<file path="src/rtl/ff_bank_pkg.sv">
// Shared types, mode encodings and the per-bit next-state rule for the ff_bank slice.
// Every bit of the bank and the bank-level change detector use the same rule.
package ff_bank_pkg;

    typedef logic [1:0] mode_t;

    localparam mode_t MODE_JK = 2'b00;
    localparam mode_t MODE_SR = 2'b01;
    localparam mode_t MODE_D  = 2'b10;
    localparam mode_t MODE_T  = 2'b11;

    // SR treats the forbidden S=R=1 input as a hold; flagging it is the bank's job.
    function automatic logic ff_next(
        input mode_t mode,
        input logic  q,
        input logic  j,
        input logic  k
    );
        logic nxt;
        nxt = q;
        case (mode)
            MODE_JK: begin
                case ({j, k})
                    2'b00:   nxt = q;
                    2'b01:   nxt = 1'b0;
                    2'b10:   nxt = 1'b1;
                    default: nxt = ~q;
                endcase
            end
            MODE_SR: begin
                case ({j, k})
                    2'b01:   nxt = 1'b0;
                    2'b10:   nxt = 1'b1;
                    default: nxt = q;
                endcase
            end
            MODE_D:  nxt = j;
            default: nxt = q ^ j;
        endcase
        return nxt;
    endfunction

endpackage

</file>
<file path="src/rtl/ff_bit.sv">
// Single mode-selectable flip-flop: JK, SR, D or T chosen per cycle by i_mode.
// Holds its state whenever i_en is low, so unknown j/k values cannot leak into q.
module ff_bit
    import ff_bank_pkg::*;
(
    input  logic  i_clk,
    input  logic  i_rst,
    input  logic  i_en,
    input  mode_t i_mode,
    input  logic  i_j,
    input  logic  i_k,
    input  logic  i_rst_val,
    output logic  o_q
);

    logic r_q;

    always_ff @(posedge i_clk or posedge i_rst) begin
        if (i_rst) begin
            r_q <= i_rst_val;
        end else if (i_en) begin
            r_q <= ff_next(i_mode, r_q, i_j, i_k);
        end
    end

    assign o_q = r_q;

endmodule

</file>
<file path="src/rtl/ff_bank.sv">
// Bank of WIDTH mode-selectable flip-flops with a saturating change counter
// and a sticky flag for forbidden SR inputs.
module ff_bank
    import ff_bank_pkg::*;
#(
    parameter int                 WIDTH   = 8,
    parameter logic [WIDTH-1:0]   RST_VAL = '0,
    parameter int                 CNT_W   = 16
) (
    input  logic             i_clk,
    input  logic             i_rst,
    input  logic             i_en,
    input  mode_t            i_mode,
    input  logic [WIDTH-1:0] i_j,
    input  logic [WIDTH-1:0] i_k,
    input  logic             i_err_clr,
    output logic [WIDTH-1:0] o_q,
    output logic [WIDTH-1:0] o_qbar,
    output logic [CNT_W-1:0] o_chg_cnt,
    output logic             o_err
);

    localparam logic [CNT_W-1:0] CNT_MAX = '1;

    logic [WIDTH-1:0] w_q;
    logic [WIDTH-1:0] w_q_next;
    logic             w_chg;
    logic             w_sr_viol;
    logic [CNT_W-1:0] r_chg_cnt;
    logic             r_err;

    for (genvar g = 0; g < WIDTH; g++) begin : g_bit
        ff_bit u_ff_bit (
            .i_clk     (i_clk),
            .i_rst     (i_rst),
            .i_en      (i_en),
            .i_mode    (i_mode),
            .i_j       (i_j[g]),
            .i_k       (i_k[g]),
            .i_rst_val (RST_VAL[g]),
            .o_q       (w_q[g])
        );
    end

    // Predict the value each bit is about to load so the counter moves on the same edge as q.
    always_comb begin
        w_q_next = w_q;
        for (int i = 0; i < WIDTH; i++) begin
            w_q_next[i] = ff_next(i_mode, w_q[i], i_j[i], i_k[i]);
        end
    end

    assign w_chg     = i_en && (w_q_next != w_q);
    assign w_sr_viol = i_en && (i_mode == MODE_SR) && (|(i_j & i_k));

    always_ff @(posedge i_clk or posedge i_rst) begin
        if (i_rst) begin
            r_chg_cnt <= '0;
        end else if (w_chg && (r_chg_cnt != CNT_MAX)) begin
            r_chg_cnt <= r_chg_cnt + 1'b1;
        end
    end

    // A fresh violation beats a simultaneous clear; the clear works even with i_en low.
    always_ff @(posedge i_clk or posedge i_rst) begin
        if (i_rst) begin
            r_err <= 1'b0;
        end else if (w_sr_viol) begin
            r_err <= 1'b1;
        end else if (i_err_clr) begin
            r_err <= 1'b0;
        end
    end

    assign o_q       = w_q;
    assign o_qbar    = ~w_q;
    assign o_chg_cnt = r_chg_cnt;
    assign o_err     = r_err;

endmodule

</file>
<file path="config.mk">
export PLATFORM = sky130hd
export DESIGN_NAME = ff_bank
export DESIGN_NICKNAME = d
export VERILOG_FILES = /design/src/rtl/ff_bank_pkg.sv /design/src/rtl/ff_bit.sv /design/src/rtl/ff_bank.sv
export SDC_FILE = /design/constraint.sdc
export NUM_CORES = 1
export LEC_CHECK = 0
export ABC_AREA = 1
export ABC_CLOCK_PERIOD_IN_PS = 1650
export CAP_MARGIN = 20
export CORE_MARGIN = 2
export CORE_UTILIZATION = 46
export CTS_CLUSTER_SIZE = 24
export DETAILED_ROUTE_END_ITERATION = 7
export PLACE_DENSITY_LB_ADDON = 0.3
export SYNTH_ARGS = -nofsm -noshare
export SYNTH_HDL_FRONTEND = slang
export SYNTH_SLANG_ARGS = --single-unit
</file>
<file path="constraint.sdc">
create_clock -name i_clk -period 1.65 [get_ports i_clk]
set_input_delay 0.495 -clock i_clk [delete_from_list [all_inputs] [get_ports i_clk]]
set_output_delay 0.495 -clock i_clk [all_outputs]
set_load 0.03 [all_outputs]
</file>
======== Yosys cells after proc, flatten, opt, wreduce, memory -nomap -nowiden ========
Index checks and enable logic that the tools add are counted.
Widths: inputs -> output; s select.
cells by class
  add/subtract/negate cells ............... 1
  equality and inequality tests ........... 20
  mux-type cells .......................... 26
  bitwise logic cells ..................... 18
  reductions and logical operators ........ 15
operators by type and width
  operator               number
  $pmux 1 s3             16
  $eq 2x1->1 const B     9
  $eq 2x2->1 const B     9
  $logic_not 2->1        9
  $add 16x1->16 const B  1
  $ne 16x16->1 const B   1
  $pmux 1 s2             8
  $and 8x8->8            1
  $ne 8x8->1             1
  $not 1->1              8
  $not 8->8              1
  $reduce_or 8->1        1
  $xor 1x1->1            8
  $logic_and 1x1->1      4
  $mux 1                 2
  $reduce_bool 2->1      1
word-level totals
  register bits after elaboration ......... 25
  input bits .............................. 22
  output and inout port bits .............. 33
  logic and storage cells ................. 90

======== Logic depth before layout (Yosys ltp) ========
  depth in word-level cells ............... 6
  depth in mapped cells ................... 17
  gate-level depth less buffers ........... 16

======== Worst setup path after synthesis ========
No wires, ideal clock.
  path type ............................... register -> register
  start ................................... reg r_chg_cnt[0], in the netlist o_chg_cnt[0]
  end ..................................... reg r_chg_cnt[3], in the netlist o_chg_cnt[3]
  data arrival time ....................... 1.875 ns
  required time ........................... 1.531 ns
  slack ................................... -0.344 ns
  cell stages (with the launch flop) ...... 10
  path buffers ............................ 1
  period minus slack after synthesis ...... 1.994 ns
  path through ............................ dfrtp_1 ha_1 nand3_1 nor2_1 nand2_1 nor2_1 nand3_1 buf_2 nand4_1 nand2_1
on the way
  cells in the longest elaborated chain, start to end .. 2
  elaborated cells on any way between the ends .. 3
RTL lines
  item                                                   RTL line       text
  start: declaration                                     ff_bank.sv:29  logic [CNT_W-1:0] r_chg_cnt;
  start signal: assignment                               ff_bank.sv:60  r_chg_cnt <= r_chg_cnt + 1'b1;
  branches (longest 2 deep; another with $add 16x1->16)  n/a
Several ways; the timed one is not identified.
A chain may end at the register's enable or synchronous reset.

======== Final worst setup path ========
  start ................................... in i_k[5]
  end ..................................... reg r_chg_cnt[3], in the netlist o_chg_cnt[3]
on the way
  cells in the longest elaborated chain, start to end .. 6
  elaborated cells on any way between the ends .. 9
RTL lines
  item                                             RTL line                              text
  start: declaration                               ff_bank.sv:15                         input logic [WIDTH-1:0] i_k,
  $eq 2x2->1 (tied with other cells)               ff_bank_pkg.sv:23, ff_bank_pkg.sv:31
  $pmux 1 s3 / $pmux 1 s2 (equally long branches)  n/a
  $pmux 1 s3 *                                     n/a
  $ne 8x8->1 *                                     ff_bank.sv:53                         assign w_chg = i_en && (w_q_next != w_q);
  $logic_and 1x1->1 *                              ff_bank.sv:53
  $logic_and 1x1->1 *                              ff_bank.sv:59                         end else if (w_chg && (r_chg_cnt != CNT_MAX)) begin
Mark *: on every way between the ends. The rest lies on a longest branch, timed or not.

==> results.toml <==
[status]
status = "finished with violations"
violations = "negative setup slack"

[clocking]
clockBufferDepth = 2
clock_sinks = 25
cts_root_buf = "clkbuf_8"
clk_pin_slew_worst_paths_ns = 0.10
htreeDepth = 1
cts_made_buffers = 3
clk_latency_ns = 0.28
ctsHoldBuffers = 0
cts_tree = "yes"

[cells_and_area]
design_area_sq_um = 4050
fill_cells = 284
drive_gt1_share_pct = 44.8
num-nets-final = 545
final_util_pct = 84.0
diodes = 0
area_delta_synth_final_pct = 72.5

[global_routing]
grt_pass1_vias = 2941
grt_antenna_before_repair = 0
grt-ovfl-total = 0
grt_usage_pct = 31.0
grt_max_degree = 26
grt_pass1_wl_mm = 13.5

[sta]
max_freq_ghz = 0.494
finClkSkew_ns = 0.00921
rsz0062_at_grt = "yes"
period_share_pct = 123
setup_slack_ns = -0.375
hold_violations = 0
tightest_slew_ns = 0.491
drv_slew = 0
fin_crit_ns = 2.02
slew_headroom_pct = 67.2
setup_violations = 19

[place]
io_buffers = 54
gp_congestion = 0.943
post_dp_cell_area_sq_um = 3560
dp_hpwl_mm = 5.17

[routing]
vias_per_cell = 5.52
first_pass_iters = 6
ant_nets = 0
wire_per_inst_microns = 15.9
first_iter_violations = 351
drc = 0
vias = 3155
routed_wl_mm = 9.11

[yosys]
synth-seq-cells = 25
synth_top_area_cell = "dfrtp_1"
synth.most_common_cell = "nand2_1"
ys.flop_type = "dfrtp_1"
synth_area_leaders = "dfrtp_1 (27%), nand2_1 (22%), ha_1 (9.1%), nand3_1 (8.5%), inv_1 (8.5%)"
yosysWarningCount = 0
synthesis.nets = 401
yosysSeqAreaShare_pct = 26.7
synth_edf_count = 0
synth_area_per_cell_sq_um = 6.48
postSynthCellCount = 362
synth_area_sq_um = 2350
synth_top_area_share_pct = 26.7
ys_async_sr_fraction_pct = 100
synth_cell_types = 26
synth_common_cells = "nand2_1 (137), inv_1 (53), nand3_1 (40), dfrtp_1 (25)"

[critical_path]
path_buf_inv = 5
cp_max_fo = 8
crit_chain = "buf_12, inv_12, ha_4, inv_2, nand2_2, nand3_2, nand3_2, nand2_2, nand2_2, nand2_1, inv_1, nand2_2, nor2_4, nand2_4, buf_6, nand3_4, nand2_1, nand2_1"
worstPathArrival_ns = 2.24
critPathRequiredTime_ns = 1.87
cpPeakStageDelay_ns = 0.26
crit_cells = 18
cpMostUsedCell = "nand2_2"
rr_worst_depth = 14
cp-start-kind = "primary input"
critPathKind = "primary input to register"
cp_top_family = "simple AND/OR/NAND/NOR gates"
cp-end-kind = "register"
slowest_stage = "ha_4"

[floorplanning]
dieArea_sq_um = 5690
initial_core_util_pct = 48.7
rows = 25
die_x_microns = 75.4
core_sq_um = 4820
die_h_microns = 75.4
pin_count = 55

[pwr]
power_density_nw_per_um2 = 681
ir_drop_mv = 0.407
p_leak_nw = 2.16
power_w = 0.00275

[worst_hold_path]
hold_depth = 2
min-delay-path-class = "register to register"

[flow_run]
max_cap_violations = 0
repair_timing:
action                                  4_1_cts  5_1_grt
gates cloned                                  3        0
pin swaps                                    45       20
setup buffers                                15        5
resized for setup                           181       44
endpoints found under the setup margin       42       35
tightest hold or removal path, stage by stage, from the launching register on:
cell and delay [ns]:
dfrtp_1 0.39, nand2_1 0.06, nand2_1 0.05
kinds of logic (layout without fill, tap and decap cells):
group,Yosys count,after routing,share of synthesized area [%]
xor gates and xnor gates,13,13,4.85
DFF,25,25,26.7
buffers and inverters,71,212,13.5
and+or+nand+nor,219,221,42.3
AOI/OAI and AO/OA,17,17,3.63
adders and majority gates,17,17,9.07
metal layers:
layer	part of all wire (%)	up-vias	track usage, %
met5	0	-	0
met4	5.0	0	17.5
met3	7.5	56	3.70
met2	48	203	53.6
met1	39	1459	37.1
li1	-	1437	-
power by group:
group	internal, W	total, W	switching (W)
Sequential	0.000699	0.000776	0.0000776
Combinational	0.000707	0.00159	0.000883
Clock	0.000170	0.000388	0.000219
Total	0.00158	0.00275	0.00118
final timing paths:
path | from | endpoint | slack [ns]
setup reg to reg | g_bit[4].u_ff_bit.o_q | o_chg_cnt[3] | -0.36
min in group asynchronous | i_rst | o_chg_cnt[12] | 0.59
setup / recovery | i_k[5] | o_chg_cnt[3] | -0.37
hold / removal | o_chg_cnt[14] | o_chg_cnt[14] | 0.52
max in group asynchronous | i_rst | g_bit[7].u_ff_bit.o_q | 0.77
hold reg to reg | o_chg_cnt[14] | o_chg_cnt[14] | 0.52
cell type report:
| cell class | instances | area [sq um] | area share (%) |
|---|---|---|---|
| multi-input combinational | 268 | 1740 | 43.0 |
| clock inverter | 1 | 5.00 | 0.124 |
| clock buffer | 3 | 41.3 | 1.02 |
| timing repair buffer | 153 | 1320 | 32.5 |
| inverter | 55 | 229 | 5.66 |
| tap | 67 | 83.8 | 2.07 |
| sequential | 25 | 631 | 15.6 |
stage by stage:
| step | hold slack [ns] | worst slack, ns | setup TNS, ns | std cells |
|---|---|---|---|---|
| after floorplan | 0.522 | -0.204 | -2.62 | 362 |
| after global placement | 0.485 | -0.904 | -16.58 | 545 |
| after detailed placement | 0.496 | -0.975 | -17.65 | 545 |
| after CTS | 0.516 | -0.179 | -2.40 | 567 |
| after global routing | 0.529 | -0.446 | -7.66 | 572 |
| final | 0.520 | -0.375 | -5.96 | 572 |
flip-flops by register name (all words and copies together) (netlist names):
register            count
o_chg_cnt              16
g_bit.u_ff_bit.o_q      8
o_err                   1
layout by cell type (no fill, tap or decap), drive strengths merged:
cell type / Yosys / final
nand2: 138 / 138
buf: 14 / 130
inv: 55 / 55
nand3: 43 / 44
dfrtp: 25 / 25
nand4: 17 / 17
ha: 17 / 17
o21ai: 17 / 17
nor2: 11 / 12
dlygate4sd2: 0 / 11
xor2: 7 / 7
clkbuf: 2 / 7
xnor2: 6 / 6
nor3: 6 / 6
clkdlybuf4s15: 0 / 5
clkdlybuf4s50: 0 / 3
nor4: 2 / 2
nor3b: 1 / 1
nand3b: 1 / 1
clkinv: 0 / 1
No activity file was read; power rests on OpenSTA's default activity.
==> variant: new RTL, config.mk and constraints unchanged <==
Add an input register stage for `i_en`, `i_mode`, `i_j`, `i_k` and `i_err_clr`; this delays them by one clock. Comments in the files are not updated.
--- a/src/rtl/ff_bank.sv
+++ b/src/rtl/ff_bank.sv
@@ -24,2 +24,16 @@
 
+    logic i_en_q;
+    mode_t i_mode_q;
+    logic [WIDTH-1:0] i_j_q;
+    logic [WIDTH-1:0] i_k_q;
+    logic i_err_clr_q;
+
+    always_ff @(posedge i_clk) begin
+        i_en_q      <= i_en;
+        i_mode_q    <= i_mode;
+        i_j_q       <= i_j;
+        i_k_q       <= i_k;
+        i_err_clr_q <= i_err_clr;
+    end
+
     logic [WIDTH-1:0] w_q;
@@ -35,6 +49,6 @@
             .i_rst     (i_rst),
-            .i_en      (i_en),
-            .i_mode    (i_mode),
-            .i_j       (i_j[g]),
-            .i_k       (i_k[g]),
+            .i_en      (i_en_q),
+            .i_mode    (i_mode_q),
+            .i_j       (i_j_q[g]),
+            .i_k       (i_k_q[g]),
             .i_rst_val (RST_VAL[g]),
@@ -48,3 +62,3 @@
         for (int i = 0; i < WIDTH; i++) begin
-            w_q_next[i] = ff_next(i_mode, w_q[i], i_j[i], i_k[i]);
+            w_q_next[i] = ff_next(i_mode_q, w_q[i], i_j_q[i], i_k_q[i]);
         end
@@ -52,4 +66,4 @@
 
-    assign w_chg     = i_en && (w_q_next != w_q);
-    assign w_sr_viol = i_en && (i_mode == MODE_SR) && (|(i_j & i_k));
+    assign w_chg     = i_en_q && (w_q_next != w_q);
+    assign w_sr_viol = i_en_q && (i_mode_q == MODE_SR) && (|(i_j_q & i_k_q));
 
@@ -69,3 +83,3 @@
             r_err <= 1'b1;
-        end else if (i_err_clr) begin
+        end else if (i_err_clr_q) begin
             r_err <= 1'b0;
Formal check against the unedited RTL: not equivalent (a bounded check fails within 4 cycles, from zero or initial values and one cycle with i_rst high).
==> variant against the original RTL <==
The run still ends with setup timing left. Count of clock-buffer cells in the layout increased by 4. Setup slack improved by 88 ps. Sequential share of layout area increased by 7.9 points. Global-route usage decreased by 4.0 points. Maximum frequency increased by 4.5%. Cell count increased by 4.9%. Critical path type is now reg2reg. Design area increased by 12%. Total power increased by 32%. Area after synthesis increased by 20%. Sequential cell count increased by 20. Sequential power increased by 75%. Largest cell class unchanged. Wire length increased by 1.7%. Worst hold slack got worse by 110 ps. Largest power group unchanged.
==> variant: results <==
group,metric,value,unit
placed_design,dp_slack,-262,ps
synth,synth_xor_area_frac,0.0375,
layout,finalNetCount,563,
critical_path,critPathLaunch,"i_mode_q[1]",
power_and_ir_drop,p_leak,2.28,nW
route,first_pass_iters,4,
placed_design,placed_cell_area,3860,µm²
synth,synth_common_cells,"nand2_1 (140), inv_1 (55), nand3_1 (39)",
placed_design,gp_congestion,0.924,
grt,grt_pass1_vias,3205,
synth,ys.flop_type,"dfrtp_1",
synth,synth_adder_area_share,0.0758,
grt,grt_pass1_wl,13900,µm
layout,fillers,392,
synth,synthArstFlopShare,0.556,
sta,fin_skew,11.8,ps
critical_path,critPathMaxStageDelay,380,ps
critical_path,slowest_stage,"dfxtp_4",
power_and_ir_drop,internal-power,0.00220,W
synth,synth_compound_area_frac,0.0303,
route,wl_per_cell,15.4,µm
status,failed_checks,"setup timing",
clocking,cts_setup_buffers,19,
worst_hold_path,min_delay_path_depth,1,
worst_hold_path,hold_end,"o_err",
critical_path,critical_path.endpoint,"o_chg_cnt[4]",
route,viasPerCell,5.35,
power_and_ir_drop,peakVddDrop,0.000623,V
synth,synth_fp_nets,429,
power_and_ir_drop,power_clock,0.000707,W
synth,ys_seq_area_frac,0.366,
critical_path,timing.rr.end,"o_chg_cnt[4]",
synth,synth_top_cells_by_area,"dfrtp_1 (22%), nand2_1 (19%), dfxtp_1 (14%)",
grt,grt_usage,0.269,
layout,drive_above_1_share,0.451,
status,outcome,"finished with violations",
route,drt-initial-drc-count,182,
clocking,clock_latency,310,ps
clocking,numCtsBuffers,5,
critical_path,crit_arrival,2140,ps
clocking,cts.repair.resized,95,
sta,finalWorstSetupSlack,-287,ps
worst_hold_path,hp-start,"i_err_clr_q",
clocking,h-tree-depth,2,
critical_path,r2r-start,"i_mode_q[1]",
placed_design,detailed_place_hpwl,5380,µm
sta,worstMarginPinSlew,522,ps
sta,finalSetupViolCount,17,
-- variant: cell types whose count changed after synthesis, sizes merged, moves of 2 or more --
cell    change
buf         -2
clkbuf      +2
dfxtp      +20
inv         +2
nand2       +3
nor2        -2
nor3        +4
xnor2       -3
xor2        +2
-- variant: logic make-up (layout without fill, tap and decap cells) --
| kind of cell | count (synthesis) | after routing |
|---|---|---|
| and+or+nand+nor | 226 | 227 |
| buffers and inverters | 73 | 207 |
| DFF | 45 | 45 |
| adders and majority gates | 17 | 17 |
| AOI/OAI and AO/OA | 17 | 17 |
| xor gates and xnor gates | 12 | 12 |
-- variant: per-stage QoR --
| stage | instances | power, W | setup TNS [ps] | hold WS, ps |
|---|---|---|---|---|
| 2_1_floorplan | 390 | 0.00211 | -775 | 384 |
| 3_3_place_gp | 569 | 0.00265 | -2750 | 395 |
| 3_5_place_dp | 569 | 0.00269 | -3870 | 398 |
| 4_1_cts | 598 | 0.00349 | -2530 | 410 |
| 5_1_grt | 600 | 0.00379 | -6280 | 438 |
| 6_report | 600 | 0.00362 | -4150 | 409 |
-- variant: area by class of cell --
class                           count  area [µm²]  area share
Timing Repair Buffer              142        1220       0.271
Sequential cell                    45        1060       0.235
Inverter                           57         219      0.0485
Clock inverter                      1        7.51     0.00166
Tap cell                           75        93.8      0.0208
Clock buffer                        7        76.3      0.0169
Multi-Input combinational cell    273        1840       0.407
-- variant: metal layers --
| metal | global-route usage | share of wire | wire length (µm) |
|---|---|---|---|
| met5 | 0 | 0 | 0 |
| met3 | 0.0489 | 0.053 | 494 |
| met4 | 0.133 | 0.039 | 362 |
| met1 | 0.291 | 0.38 | 3550 |
| met2 | 0.501 | 0.52 | 4860 |
